File: src/rtl/bus_mem_pkg.sv
// Shared definitions for the bus memory responder.
//   state_e            : responder FSM states (IDLE, BUSY, RESP)
//   DATA_W_DEF/ADDR_W_DEF : default word and address widths
//   MEM_READ/MEM_WRITE : memRW direction encoding
package bus_mem_pkg;

  typedef enum logic [1:0] {
    IDLE = 2'd0,
    BUSY = 2'd1,
    RESP = 2'd2
  } state_e;

  localparam int unsigned DATA_W_DEF = 8;
  localparam int unsigned ADDR_W_DEF = 5;

  localparam logic MEM_READ  = 1'b0;
  localparam logic MEM_WRITE = 1'b1;

endpackage

File: src/rtl/bus_mem_responder_mem_array.sv
// mem_array: single-port synchronous storage with a registered read port.
// The word width is set by the instantiating module; it is one bit wider
// than the data when MEM_PARITY_EN is defined there.
// Ports:
//   clk_i   : clock
//   rst_ni  : asynchronous active-low reset (read register only; array is not reset)
//   en_i    : access strobe (commit)
//   we_i    : 1 = write, 0 = read
//   addr_i  : word address
//   wdata_i : write word
//   rdata_o : registered read word, updated only by a read access
module mem_array #(
  parameter int unsigned WORD_W = 8,
  parameter int unsigned ADDR_W = 5
) (
  input  logic              clk_i,
  input  logic              rst_ni,
  input  logic              en_i,
  input  logic              we_i,
  input  logic [ADDR_W-1:0] addr_i,
  input  logic [WORD_W-1:0] wdata_i,
  output logic [WORD_W-1:0] rdata_o
);

  localparam int unsigned DEPTH = 2 ** ADDR_W;

  logic [WORD_W-1:0] mem_q [DEPTH];
  logic [WORD_W-1:0] rdata_q;

  always_ff @(posedge clk_i) begin
    if (en_i && we_i) begin
      mem_q[addr_i] <= wdata_i;
    end
  end

  always_ff @(posedge clk_i or negedge rst_ni) begin
    if (!rst_ni) begin
      rdata_q <= '0;
    end else if (en_i && !we_i) begin
      rdata_q <= mem_q[addr_i];
    end
  end

  assign rdata_o = rdata_q;

endmodule

File: src/rtl/bus_mem_responder.sv
// bus_mem_responder: slow, handshaked memory for the accumulator CPU bus.
// A request is latched in IDLE, held for WAIT_STATES cycles in BUSY, committed
// on the edge entering RESP, and acknowledged with a one-cycle Ack in RESP.
// Optional feature: MEM_PARITY_EN adds an even-parity bit per word and a
// ParErr flag on reads; when undefined ParErr is tied low.
// Ports:
//   CLK    : clock
//   RST_N  : asynchronous active-low reset
//   Req    : request strobe (sampled only in IDLE)
//   memRW  : 0 = read, 1 = write
//   Addr   : word address
//   WData  : write data
//   RData  : registered read data
//   Ack    : one-cycle completion pulse
//   Busy   : high whenever not IDLE
//   ParErr : read parity error, valid with Ack
module bus_mem_responder
  import bus_mem_pkg::*;
#(
  parameter int unsigned DATA_W      = DATA_W_DEF,
  parameter int unsigned ADDR_W      = ADDR_W_DEF,
  parameter int unsigned WAIT_STATES = 1
) (
  input  logic              CLK,
  input  logic              RST_N,
  input  logic              Req,
  input  logic              memRW,
  input  logic [ADDR_W-1:0] Addr,
  input  logic [DATA_W-1:0] WData,
  output logic [DATA_W-1:0] RData,
  output logic              Ack,
  output logic              Busy,
  output logic              ParErr
);

  localparam int unsigned CNT_W = 4;

`ifdef MEM_PARITY_EN
  localparam int unsigned WORD_W = DATA_W + 1;
`else
  localparam int unsigned WORD_W = DATA_W;
`endif

  state_e            state_q, state_d;
  logic [CNT_W-1:0]  cnt_q,   cnt_d;
  logic              rw_q,    rw_d;
  logic [ADDR_W-1:0] addr_q,  addr_d;
  logic [DATA_W-1:0] wdata_q, wdata_d;
  logic              commit;

  logic [WORD_W-1:0] mem_wdata;
  logic [WORD_W-1:0] mem_rdata;

  always_ff @(posedge CLK or negedge RST_N) begin
    if (!RST_N) begin
      state_q <= IDLE;
      cnt_q   <= '0;
      rw_q    <= MEM_READ;
      addr_q  <= '0;
      wdata_q <= '0;
    end else begin
      state_q <= state_d;
      cnt_q   <= cnt_d;
      rw_q    <= rw_d;
      addr_q  <= addr_d;
      wdata_q <= wdata_d;
    end
  end

  always_comb begin
    state_d = state_q;
    cnt_d   = cnt_q;
    rw_d    = rw_q;
    addr_d  = addr_q;
    wdata_d = wdata_q;
    commit  = 1'b0;
    unique case (state_q)
      IDLE: begin
        if (Req) begin
          rw_d    = memRW;
          addr_d  = Addr;
          wdata_d = WData;
          cnt_d   = CNT_W'(WAIT_STATES);
          if (WAIT_STATES == 0) begin
            state_d = RESP;
            commit  = 1'b1;
          end else begin
            state_d = BUSY;
          end
        end
      end
      BUSY: begin
        cnt_d = cnt_q - 1'b1;
        if (cnt_q == CNT_W'(1)) begin
          state_d = RESP;
          commit  = 1'b1;
        end
      end
      RESP: begin
        state_d = IDLE;
      end
      default: begin
        state_d = IDLE;
      end
    endcase
  end

  assign Ack  = (state_q == RESP);
  assign Busy = (state_q != IDLE);

  // The array is driven from the next-state request values: with zero wait
  // states the commit happens on the same edge that latches the request, so
  // the live inputs must reach the array; otherwise these equal the latched copy.
`ifdef MEM_PARITY_EN
  logic rd_chk_q;

  assign mem_wdata = {^wdata_d, wdata_d};

  // Flag set by a read commit and cleared by a write commit; the stored word's
  // total XOR is stored parity XOR recomputed parity.
  always_ff @(posedge CLK or negedge RST_N) begin
    if (!RST_N) begin
      rd_chk_q <= 1'b0;
    end else if (commit) begin
      rd_chk_q <= (rw_d == MEM_READ);
    end
  end

  assign ParErr = rd_chk_q & (^mem_rdata);
`else
  assign mem_wdata = wdata_d;
  assign ParErr    = 1'b0;
`endif

  mem_array #(
    .WORD_W (WORD_W),
    .ADDR_W (ADDR_W)
  ) u_mem (
    .clk_i   (CLK),
    .rst_ni  (RST_N),
    .en_i    (commit),
    .we_i    (rw_d == MEM_WRITE),
    .addr_i  (addr_d),
    .wdata_i (mem_wdata),
    .rdata_o (mem_rdata)
  );

  assign RData = mem_rdata[DATA_W-1:0];

endmodule
File: config.mk
export PLATFORM = sky130hd
export DESIGN_NAME = bus_mem_responder
export DESIGN_NICKNAME = d
export VERILOG_FILES = /design/src/rtl/bus_mem_pkg.sv /design/src/rtl/bus_mem_responder_mem_array.sv /design/src/rtl/bus_mem_responder.sv
export SDC_FILE = /design/constraint.sdc
export NUM_CORES = 1
export LEC_CHECK = 0
export BUFFER_PORTS_ARGS = -buffer_cell sky130_fd_sc_hd__buf_2
export CAP_MARGIN = 20
export CORE_MARGIN = 2
export CORE_UTILIZATION = 62
export CTS_CLUSTER_DIAMETER = 200
export DETAILED_ROUTE_END_ITERATION = 6
export PLACE_DENSITY = 0.84
export SETUP_SLACK_MARGIN = 0.2
export SYNTH_ARGS = -nofsm -noshare
export SYNTH_HDL_FRONTEND = slang
export SYNTH_HIERARCHICAL = 1
export SYNTH_SLANG_ARGS = --single-unit
File: constraint.sdc
create_clock -name CLK -period 4.3 [get_ports CLK]
set_input_delay 0.215 -clock CLK [delete_from_list [all_inputs] [get_ports CLK]]
set_output_delay 0.215 -clock CLK [all_outputs]
set_load 0.005 [all_outputs]
Word level (Yosys, flattened, before mapping) --
Memories as Yosys holds them, arrays and structs flattened. A register that Yosys moved wholly into a read port is not among the register bits. Cells that the tools add are included.
Cells by class: multiplexer cells 15, reduce and logical (&&, ||, !) cells 9, $add $sub $neg 1, equal/unequal tests 5
Operators with widths (number):
- $mux 8 | 2
- $mux 5 | 2
- $pmux 4 s2 | 1
- $mux 1 | 6
- $eq 4x1->1 const B | 1
- $mux 2 | 2
- $mux 4 | 1
- $ne 2x2->1 const B | 2
- $pmux 2 s2 | 1
- $reduce_and 2->1 | 2
- $reduce_bool 2->1 | 2
- $sub 4x1->4 const B | 1
- $eq 2x1->1 const B | 1
- $eq 2x2->1 const B | 1
- $logic_and 1x1->1 | 2
- $logic_not 1->1 | 2
- $logic_not 2->1 | 1
Word-level totals: memories 1, output and inout port bits 11, bits in writable memories 256, register bits 20, word-level logic and storage cells 36
Memory list:
- u_mem.mem_q | depth 32, width 8, read ports 1, clocked after memory_dff 1, write ports 1, line bus_mem_responder_mem_array.sv:27 | logic [WORD_W-1:0] mem_q [DEPTH];

Depth between registers and ports, before layout --
Gate-level depths: netlist of run 1.
word-level depth 6, depth in mapped cells 12, mapped depth without buffers 8

By module --
The synthesis of run 1 kept the hierarchy.
Modules (own cells, without submodules):
- mem_array | area each 10372.4 µm², times used 1, cells an instance 512
- bus_mem_responder | area each 903.4 µm², times used 1, cells an instance 63

Least setup slack after synthesis of run 1 --
OpenSTA, ideal clock, no wires.
kind reg2reg, start register state_q[0], end memory u_mem.mem_q[28][0] (enable), stages on the path, launching flop included 11, path buffers 5, arrival time 2.687 ns, slack 1.242 ns, clock period less this slack 3.058 ns, path through dfrtp_1 -> or2_4 -> nor2_8 -> buf_12 -> mux2_4 -> buf_6 -> buf_6 -> buf_2 -> or3_1 -> clkbuf_1 -> nor2_1
On the way: elaborated cells between the ends (all ways) 8, those cells by class eq/ne (1); mux (5); reduce/logical (2)
RTL lines:
- from (decl) | line bus_mem_responder.sv:44 | state_e state_q, state_d;
- from (signal assigned) | line bus_mem_responder.sv:62 | state_q <= state_d;
- $logic_not 2->1 | line bus_mem_responder.sv:77 | unique case (state_q)
- $mux 5 | line bus_mem_responder.sv:77
- named net addr_d[0] | line bus_mem_responder.sv:47 | logic [ADDR_W-1:0] addr_q, addr_d;
- to (decl) | line bus_mem_responder_mem_array.sv:27
The timed path passes the listed nets, and every way through them passes these cells.

Worst setup path after layout of run 1 --
start register state_q[0], end memory u_mem.mem_q[3][4] (enable)
The elaborated chain is that of the path after synthesis.

==> results.md, run 1 <==
- IO buf count: 26
- Max-slew violations: 0
- Setup TNS: 0 ns
- Seq cells post-synth: 284
- Nets: 634
- Row count: 49
- Critical path startpoint category: flip-flop
- Post-synth EDFFs: 256
- Initial antenna violation count: 0
- Die height: 139 microns
- Final Hold Fails: 0
- First-pass GRT wire length: 36.7 mm
- Slowest library cell on the worst path: nor2_1
- Largest net degree at the start of global routing: 46
- Clk sinks: roughly 280
- Initial drt markers: approximately 800
- Setup violations, final: 0
- Most frequent cells in the layout: 256 x edfxtp_1, 50 x nor2_1, 50 x mux4_2
- Critical path type: flip-flop to flip-flop
- Post-route ant nets: 0
- Final HPWL DP: between 10 and 15 mm
- Ys flop type: edfxtp_1
- GRT Overall Usage: 0.255
- Fraction of registers with async set/reset: 0.0986
- Most common cell after layout, fill and taps aside: edfxtp_1
- # diodes: 0
- CP Capture Type: flip-flop
- Cell Chain, Critical Path: or2_4, nor2_8, mux2_4, nand4_1, buf_4, nor2_1
- Worst slew margin: 0.375
- Worst-Margin Slew: 0.933 ns
- CP peak stage delay: 0.73 ns
- Initial Util: 0.630
- GPL Wtd Cong: a little over 0.9
- Worst skew pair latency: 0.53 ns
- Die area: a little under 20000 sq um
- Peak VDD IR: 0.918 mV
- Leak: 4.06 nW
- Maximum buffer depth of the clock tree: 3
- Power Total: 8.60 mW
- Post-synthesis sequential area ratio: 0.744
- Root Driver: clkbuf_16
- Setup repair after global routing missed its margin: false
- 1st-pass router iterations: 6
- Fin crit period: 3.40 ns
- Max_cap viols: 0
- Number of global-route vias before repair: 5962
- H-tree levels: 1
- Syn avg cell area: 19.6 sq um
- DR vias: 5935
- GRT overflow: 0
- Max frequency: 294 MHz
- Post-synthesis instance area: around 11000 sq um
- Drt wl/cell: roughly 28 microns
- Syn Nets: roughly 590
- CTS tree: built
- Crit Path Max Fanout: 27
- Pwr per Cell Area: ~690 nW/um^2
- YS warnings: 6
- Vias/cell: 6.89
- Status: complete, no violations
- Area Overhead vs Synth: 9.90%
- Crit path DAT: 3.55 ns
- Synth unique cells: 56
- Clock Pin Slew Worst Setup and Hold Paths: 0.06 ns
- Skew final: 0.0238 ns
- WP data required: 4.44 ns
- Core Area: between 15000 and 20000 sq um
- Total I/O pin count: 28
- Final period utilization: 0.792
- Fill cell count: 1030
- # DRC: 0
- Layout cell share with drive strength beyond 1: 0.233
- Setup bufs post-CTS: 0
- DIE WIDTH: ~140 microns
- Hold Buf Count CTS: 1
- Final wirelength: 24.5 mm
- CTS resizes: 0
- Syn Inst Count: 575
- Worst min-delay path class: primary input to flip-flop
- CTS Buf Count: 27
## per-layer routing
layer | share of wire | track usage | up-vias | wire, microns
met1 | 0.37 | 0.355 | 3043 | 8980
met5 | 0.0011 | 0 | - | 28
met2 | 0.49 | 0.404 | 393 | 12000
li1 | - | - | 2411 | -
met4 | 0.035 | 0.0872 | 2 | 868
met3 | 0.11 | 0.0666 | 86 | 2630
## final cells by class
class / count / area (sq um) / share of cell area
multi-input cells: 256 / 2670 / 0.215
flip-flops and latches: 284 / 8390 / 0.677
repair buffers: 43 / 285 / 0.0230
well taps: 229 / 287 / 0.0231
clock buffers: 31 / 691 / 0.0557
clock inverters: 15 / 63.8 / 0.00515
inverters: 3 / 11.3 / 0.000909
## cells by family (layout without fill, tap and decap cells)
| kind of cell | count (synthesis) | count (layout) | share of synthesized area |
|---|---|---|---|
| buf+inv | 35 | 92 | 0.0196 |
| simple gates | 112 | 112 | 0.0514 |
| fa+ha+maj | 2 | 2 | 0.00222 |
| flops | 284 | 284 | 0.744 |
| mux | 92 | 92 | 0.148 |
| other cells | 1 | 1 | 0.000333 |
| compound gates | 49 | 49 | 0.0343 |
## stage by stage
stage | hold slack [ns] | instances | util | setup slack [ns] | area, sq um
global route | 0.0410 | 861 | 0.692 | 0.820 | 12400
CTS | 0.0234 | 861 | 0.692 | 0.994 | 12400
floorplan | -0.0806 | 575 | - | 1.24 | 11300
global placement | 0.262 | 814 | 0.649 | 1.12 | 11600
finish | 0.0520 | 861 | 0.692 | 0.896 | 12400
detailed placement | 0.278 | 814 | 0.649 | 1.03 | 11600
## flip-flops by register name (all words and copies together), names as in the netlist
name           count
state_q            2
rw_q               1
addr_q             5
wdata_q            8
cnt_q              4
u_mem/rdata_o      8
u_mem/mem_q      256
## final timing paths
check / start / end / slack (ns) / cells after the start
min in group asynchronous: RST_N / u_mem/rdata_o[0] / 0.26 / 2
hold reg to reg: cnt_q[1] / cnt_q[1] / 0.53 / 2
setup / recovery: state_q[0] / u_mem/mem_q[3][4] / 0.90 / 6
max in group asynchronous: RST_N / wdata_q[4] / 3.57 / 2
hold / removal: memRW / rw_q / 0.05 / 2
setup reg to reg: state_q[0] / u_mem/mem_q[3][4] / 0.90 / 6
## synth_stat cells, types with 2 or more instances
cell,count,share of area
and2_1,2,0.0011
buf_2,11,0.0049
o221ai_1,2,0.0016
a41oi_1,3,0.0023
ha_1,2,0.0022
o22ai_1,3,0.0017
or3_1,3,0.0017
a22oi_1,6,0.0040
mux2i_1,20,0.018
mux4_1,4,0.0093
inv_1,3,0.0010
a31oi_1,7,0.0039
o41ai_1,2,0.0016
buf_6,4,0.0040
and3_1,2,0.0011
nor3_1,6,0.0027
buf_4,8,0.0053
nor2b_1,7,0.0039
nand2_1,13,0.0043
nor2_1,50,0.017
mux4_2,50,0.10
nand4b_1,2,0.0016
nand4_1,2,0.0011
a32o_1,4,0.0036
mux2_2,8,0.0080
dfrtp_1,28,0.062
clkbuf_1,8,0.0027
a32oi_1,4,0.0031
nor3b_1,3,0.0020
nand3_1,5,0.0022
a221oi_1,3,0.0023
nand2b_1,7,0.0039
edfxtp_1,256,0.68
mux2_4,10,0.013
a21oi_1,3,0.0013
o21ai_0,3,0.0013
a22o_1,2,0.0016
## worst max-delay path, delay by kind of cell (launching register included)
kind	cells	cell delay (ns)
simple gates	4	1.73
mux	1	0.53
flops	1	0.44
buf+inv	1	0.31
## report_power, final
group	internal, mW	switching (mW)
clock network	1.13	0.937
registers	3.60	0.101
logic	1.06	1.77
No activity file was read; power rests on OpenSTA's default activity.
==> run 2: changes to the inputs <==
--- a/config.mk
+++ b/config.mk
@@ -5,13 +5,14 @@
 export SDC_FILE = /design/constraint.sdc
 export NUM_CORES = 1
 export LEC_CHECK = 0
+export ABC_AREA = 1
 export BUFFER_PORTS_ARGS = -buffer_cell sky130_fd_sc_hd__buf_2
 export CAP_MARGIN = 20
 export CORE_MARGIN = 2
-export CORE_UTILIZATION = 62
+export CORE_UTILIZATION = 56
 export CTS_CLUSTER_DIAMETER = 200
 export DETAILED_ROUTE_END_ITERATION = 6
-export PLACE_DENSITY = 0.84
+export PLACE_DENSITY = 0.8
 export SETUP_SLACK_MARGIN = 0.2
 export SYNTH_ARGS = -nofsm -noshare
 export SYNTH_HDL_FRONTEND = slang
==> constraint.sdc (replaced) <==
create_clock -name CLK -period 2.76 [get_ports CLK]
set_input_delay 0.138 -clock CLK [delete_from_list [all_inputs] [get_ports CLK]]
set_output_delay 0.138 -clock CLK [all_outputs]
set_load 0.005 [all_outputs]
==> results.md, run 2 <==
- Setup violations, final: 0 (unchanged)
- Die height: 150 microns (+8.3%)
- Post-synthesis instance area: 12000 sq um (+6.4%)
- Pwr per Cell Area: 1090 nW/um^2 (+57%)
- Largest net degree at the start of global routing: 79 (+72%)
- Row count: 53 (+8.2%)
- Top post-synthesis cells by count: 680 x nand2_1, 256 x edfxtp_1, 56 x nor2_1
- Setup repair after global routing missed its margin: false
- Fin crit period: 2.45 ns (-0.952 ns)
- Design area: 13700 sq um (+10%)
- CTS Buf Count: 28 (+3.7%)
- Syn Inst Count: 1178 (+100%)
- CTS tree: built
- Yosys top cell by area: edfxtp_1
- Nets: 1271 (+100%)
- Post-route ant nets: 0 (unchanged)
- Most common cell after layout, fill and taps aside: nand2_1
- Area post-placement: 12700 sq um (+9.1%)
- Synth top area share: 0.641 (-0.0410)
- Worst skew pair latency: 0.54 ns (about the same)
- # diodes: 0 (unchanged)
- Leak: 5.87 nW (+44%)
- Setup TNS: 0 ns (unchanged)
- Maximum buffer depth of the clock tree: 3 (unchanged)
- Layout cell share with drive strength beyond 1: 0.117 (-0.116)
- Initial antenna violation count: 0 (unchanged)
- DR vias: 8443 (+42%)
- Max_cap viols: 0 (unchanged)
- DIE WIDTH: 150 microns (+8.3%)
- Clock Pin Slew Worst Setup and Hold Paths: 0.06 ns (about the same)
- IO buf count: 26 (unchanged)
- GRT overflow: 0 (unchanged)
- Core Area: 21000 sq um (+17%)
- Vias/cell: 5.45 (-21%)
- Clk sinks: 284 (unchanged)
- Initial Util: 0.571 (-0.0592)
- DP Worst Slack: 0.0250 ns (-1.00 ns)
- Most Crowded Layer GR: met2
- Synth unique cells: 23 (-59%)
- GRT Overall Usage: 0.251 (-0.00498)
- Fraction of registers with async set/reset: 0.0986 (unchanged)
- First-pass GRT wire length: 42.9 mm (+17%)
- Ys flop type: edfxtp_1
- Skew final: 0.0139 ns (-0.00988 ns)
- Seq cells post-synth: 284 (unchanged)
- Critical path startpoint category: flip-flop
- GR met1 Demand/Resource: 0.346 (-0.00921)
- YS warnings: 6 (unchanged)
- Number of global-route vias before repair: 8009 (+34%)
- Largest reg by FF count: u_mem/mem_q
- Critical path type: flip-flop to flip-flop
- Post-synth EDFFs: 256 (unchanged)
- GR Util met2: 0.413 (+0.00921)
- Final Hold Fails: 0 (unchanged)
- Root Driver: clkbuf_16
- GPL Wtd Cong: 0.850 (-8.8%)
- Post-synthesis sequential area ratio: 0.699 (-0.0447)
- Peak VDD IR: 0.582 mV (-37%)
- Area Overhead vs Synth: 14.0%
- Drt wl/cell: 17.7 microns (-38%)
- Final wirelength: 27.4 mm (+12%)
- Worst-Margin Slew: 0.698 ns (-0.236 ns)
- Die area: 22600 sq um (+17%)
- Final period utilization: 0.889 (+0.0968)
- Worst setup margin: 0.308 ns (-0.588 ns)
- Total I/O pin count: 28 (unchanged)
- GRT met3 Usage: 0.0345 (-0.0321)
- WP data required: 3.00 ns (-1.44 ns)
- Area contributors post-synth: edfxtp_1 64%, nand2_1 21%, dfrtp_1 5.8%, nand3_1 1.8%, nor2_1 1.8%
- 1st-pass router iterations: 5 (-1)
- Final HPWL DP: 16.0 mm (+11%)
- Most numerous cell in the Yosys netlist: nand2_1
- Crit Path Max Fanout: 8 (-70%)
- Max frequency: 408 MHz (+39%)
- Syn avg cell area: 10.2 sq um (-48%)
- Max-slew violations: 0 (unchanged)
- Status: complete, no violations
- # DRC: 0 (unchanged)
- FF-to-FF setup slack: 0.31 ns (-0.59 ns)
- Initial drt markers: 915 (+15%)
- Most frequent cells in the layout: 672 x nand2_1, 256 x edfxtp_1, 59 x buf_4
- Worst min-delay path class: primary input to flip-flop
- H-tree levels: 1 (unchanged)
- Worst slew margin: 0.535 (+0.160)
- Max reg flops: 256 (unchanged)
- Crit path DAT: 2.69 ns (-0.86 ns)
- Syn Nets: 1197 (+100%)
- CP Capture Type: flip-flop
## run 2: cell count changes after synthesis, sizes merged, moves of 8 or more
cell | previous run | this run
nand2 | 13 | 681
mux4 | 54 | 0
inv | 3 | 46
nand3 | 5 | 42
buf | 24 | 45
mux2i | 20 | 0
mux2 | 18 | 0
nor2 | 51 | 59
## run 2: cell type report
| type | count | area (sq um) |
|---|---|---|
| fillers | 1548 | 7350 |
| clock buffers | 44 | 812 |
| clock inverters | 8 | 90.1 |
| inverters | 47 | 180 |
| multi-input cells | 799 | 3200 |
| well taps | 275 | 344 |
| flip-flops and latches | 284 | 8390 |
| repair buffers | 92 | 663 |
## run 2: kinds of logic (layout without fill, tap and decap cells)
group,after synthesis,after routing,synth area share
fa+ha+maj,2,2,0.00209
flops,284,284,0.699
simple gates,791,791,0.258
buf+inv,95,191,0.0379
other cells,1,1,0.000313
compound gates,5,5,0.00209
## run 2: per-stage QoR
| stage | hold slack, ns | util | total power, mW | std cells |
|---|---|---|---|---|
| global route | 0.0354 | 0.650 | 15.7 | 1549 |
| CTS | 0.106 | 0.648 | 14.8 | 1547 |
| global placement | 0.203 | 0.603 | 10.8 | 1491 |
| floorplan | -0.158 | - | 9.27 | 1178 |
| finish | 0.0290 | 0.650 | 14.9 | 1549 |
| detailed placement | 0.221 | 0.603 | 11.0 | 1491 |
## run 2: worst paths after layout
check,startpoint,end,depth (start not counted)
max,state_q[1],u_mem/mem_q[26][5],10
min,Addr[4],addr_q[4],3
max reg2reg,state_q[1],u_mem/mem_q[26][5],10
min reg2reg,cnt_q[1],cnt_q[1],2
max in group asynchronous,RST_N,wdata_q[1],2
min in group asynchronous,RST_N,cnt_q[2],2
## run 2: where the power goes
part	switching [mW]	internal [mW]	leakage [nW]
sequential	0.140	5.58	2.66
clock	1.51	2.20	0.428
combinational	3.99	1.44	2.78
## run 2: timing repair
item,4_1_cts,5_1_grt
buffers inserted,2,2
endpoints found under the setup margin,64,221
pin swaps,1,1
hold endpoints to repair,29,0
hold buffers,2,0
resized for setup,2,13
## run 2: per-layer routing
metal  wire, microns  share of wire  vias to the layer above
li1                -              -                     3938
met1           11200           0.41                     4075
met2           13300           0.48                      380
met3            2180          0.079                       50
met4             745          0.027                        0
met5               0              0                        -
## run 2: worst max-delay path: stages, from the launching register on
cell     delay (ns)
dfrtp_1        0.44
nor2_4         0.21
buf_4          0.15
buf_4          0.13
nand3_1        0.09
nand2_1        0.14
nand2_1        0.07
inv_1          0.23
nand2_2        0.25
nor2_1         0.24
buf_4          0.19
==> run 3: changes to the inputs <==
--- a/config.mk
+++ b/config.mk
@@ -9,10 +9,11 @@
 export BUFFER_PORTS_ARGS = -buffer_cell sky130_fd_sc_hd__buf_2
 export CAP_MARGIN = 20
 export CORE_MARGIN = 2
-export CORE_UTILIZATION = 56
+export CORE_UTILIZATION = 58
+export CTS_BUF_LIST = sky130_fd_sc_hd__clkbuf_4 sky130_fd_sc_hd__clkbuf_8
 export CTS_CLUSTER_DIAMETER = 200
 export DETAILED_ROUTE_END_ITERATION = 6
-export PLACE_DENSITY = 0.8
+export PLACE_DENSITY = 0.83
 export SETUP_SLACK_MARGIN = 0.2
 export SYNTH_ARGS = -nofsm -noshare
 export SYNTH_HDL_FRONTEND = slang
==> results.md, run 3 (same netlist as run 2, synthesis figures left out) <==
- Status: complete, no violations
- 1st-pass router iterations: 5 (unchanged)
- Wl on met1: 10.7 mm (-4.8%)
- Final period utilization: 0.887 (-0.00180)
- Drt wl/cell: 16.9 microns (-4.3%)
- H-tree levels: 2 (+1)
- Met3 Wirelength: 2.44 mm (+12%)
- Fill cell count: 1450 (-6.3%)
- Combinational power share: 0.371 (+0.005)
- Initial Util: 0.591 (+0.0203)
- Row count: 52 (-1.9%)
- Clock share of power: 0.231 (-0.018)
- CTS tree: built
- CP peak stage delay: 0.44 ns (about the same)
- Area Overhead vs Synth: 13.2%
- Max-slew violations: 0 (unchanged)
- Fin crit period: 2.45 ns (-0.00496 ns)
- Initial drt markers: 855 (-6.6%)
- WP buf/inv: 4 (unchanged)
- WP data required: 3.02 ns (+0.02 ns)
- Internal: 8.83 mW (-4.2%)
- Core Area: 20300 sq um (-3.4%)
- Vias/cell: 5.34 (-2.1%)
- Clk sinks: 284 (unchanged)
- Skew final: 0.0165 ns (+0.00257 ns)
- Max reg flops: 256 (unchanged)
- Max frequency: 409 MHz (+0.20%)
- Final HPWL DP: 16.5 mm (+3.1%)
- Largest reg by FF count: u_mem/mem_q
- Top layer in use: met4
- Setup violations, final: 0 (unchanged)
- First-pass GRT wire length: 41.5 mm (-3.2%)
- Worst-Margin Slew: 0.670 ns (-0.0277 ns)
- Peak VDD IR: 0.665 mV (+14%)
- Die area: 21900 sq um (-3.4%)
- Clock Pin Slew Worst Setup and Hold Paths: 0.06 ns (about the same)
- Final wirelength: 26.5 mm (-3.2%)
- Worst skew pair latency: 0.55 ns (about the same)
- Critical path startpoint category: flip-flop
- DR vias: 8357 (-1.0%)
- Nets: 1285 (+1.1%)
- Crit path max-delay family: simple AND/OR/NAND/NOR gates
- Flop pwr share: 0.397 (+0.012)
- Critical path type: flip-flop to flip-flop
- GPL Wtd Cong: 0.876 (+3.0%)
- Cell Chain, Critical Path: nor2_4, buf_12, nand3_1, nand2_2, buf_4, nand2_1, clkinv_1, nand2_1, nor2_1, buf_4
- Most frequent cells in the layout: 674 x nand2_1, 256 x edfxtp_1, 62 x buf_4
- Largest net degree at the start of global routing: 62 (-22%)
- Maximum buffer depth of the clock tree: 3 (unchanged)
- Net Sw Power: 5.56 mW (-1.4%)
- CTS Buf Count: 42 (+50%)
- Total I/O pin count: 28 (unchanged)
- Final Hold Fails: 0 (unchanged)
- GRT overflow: 0 (unchanged)
- IO buf count: 26 (unchanged)
- Most common cell after layout, fill and taps aside: nand2_1
- Post-route ant nets: 0 (unchanged)
- Max_cap viols: 0 (unchanged)
- DIE WIDTH: 148 microns (-1.7%)
- CP Capture Type: flip-flop
- Metal2 WL: 12.8 mm (-3.5%)
- Leak: 5.86 nW (about the same)
- FF-to-FF setup slack: 0.31 ns (about the same)
- Initial antenna violation count: 0 (unchanged)
- GRT Overall Usage: 0.246 (-0.00427)
- Layout cell share with drive strength beyond 1: 0.133 (+0.0165)
- Setup repair after global routing missed its margin: false
- Worst min-delay path class: primary input to flip-flop
- # diodes: 0 (unchanged)
- Setup TNS: 0 ns (unchanged)
- Worst slew margin: 0.553 (+0.0185)
- Number of global-route vias before repair: 7996 (-0.16%)
- Slowest library cell on the worst path: dfrtp_1
- Fin Hold WS: 0.0373 ns (+0.00826 ns)
- Pwr per Cell Area: 1060 nW/um^2 (-2.5%)
- Net Sw Frac: 0.386 (+0.00683)
- # DRC: 0 (unchanged)
- Root Driver: clkbuf_8
- Crit path DAT: 2.71 ns (+0.02 ns)
- Die height: 148 microns (-1.7%)
- Crit Path Max Fanout: 28 (+20)
## run 3: stage by stage
step | std cells | utilization | area (sq um) | setup slack (ns) | power [mW]
detailed placement | 1488 | 0.624 | 12700 | 0.192 | 11.0
global route | 1566 | 0.669 | 13600 | 0.207 | 15.2
CTS | 1564 | 0.667 | 13500 | 0.184 | 14.3
floorplan | 1178 | - | 12000 | 0.355 | 9.27
finish | 1566 | 0.669 | 13600 | 0.313 | 14.4
global placement | 1488 | 0.624 | 12700 | 0.281 | 10.8
## run 3: area by class of cell
type                    count  area [sq um]  area share
clock inverters            22           155      0.0114
repair buffers             92           656      0.0483
flip-flops and latches    284          8390       0.618
inverters                  47           180      0.0133
well taps                 270           338      0.0249
multi-input cells         799          3190       0.235
clock buffers              52           678      0.0499
## run 3: layer usage
layer | up-vias | GRT usage
li1 | 3971 | -
met4 | 0 | 0.0829
met1 | 3910 | 0.334
met5 | - | 0
met2 | 421 | 0.405
met3 | 55 | 0.0491
## run 3: worst paths after layout
path,startpoint,to,depth (start not counted)
max,state_q[1],u_mem/mem_q[27][1],10
min,Addr[4],addr_q[4],3
max reg2reg,state_q[1],u_mem/mem_q[27][1],10
min reg2reg,rw_q,rw_q,2
max in group asynchronous,RST_N,u_mem/rdata_o[2],2
min in group asynchronous,RST_N,wdata_q[0],2
## run 3: what timing repair did
action,CTS,global route
gates resized for setup,2,5
endpoints found under the hold margin,29,0
buffers inserted,0,2
hold buffers,2,0
setup endpoints to repair,28,231
pin swaps,0,1
## run 3: worst register-to-register path: cells and delay by family (launching register included)
family,cells,cell delay (ns)
flops,1,0.44
buf+inv,4,0.70
simple gates,6,1.02
## run 3: power groups by stage
stage / clock network, mW / registers, mW / logic, mW
floorplan: 0 / 5.77 / 3.50
global placement: 0 / 5.80 / 5.04
detailed placement: 0 / 5.80 / 5.15
CTS: 3.37 / 5.72 / 5.20
global route: 3.55 / 5.73 / 5.92
finish: 3.33 / 5.72 / 5.34
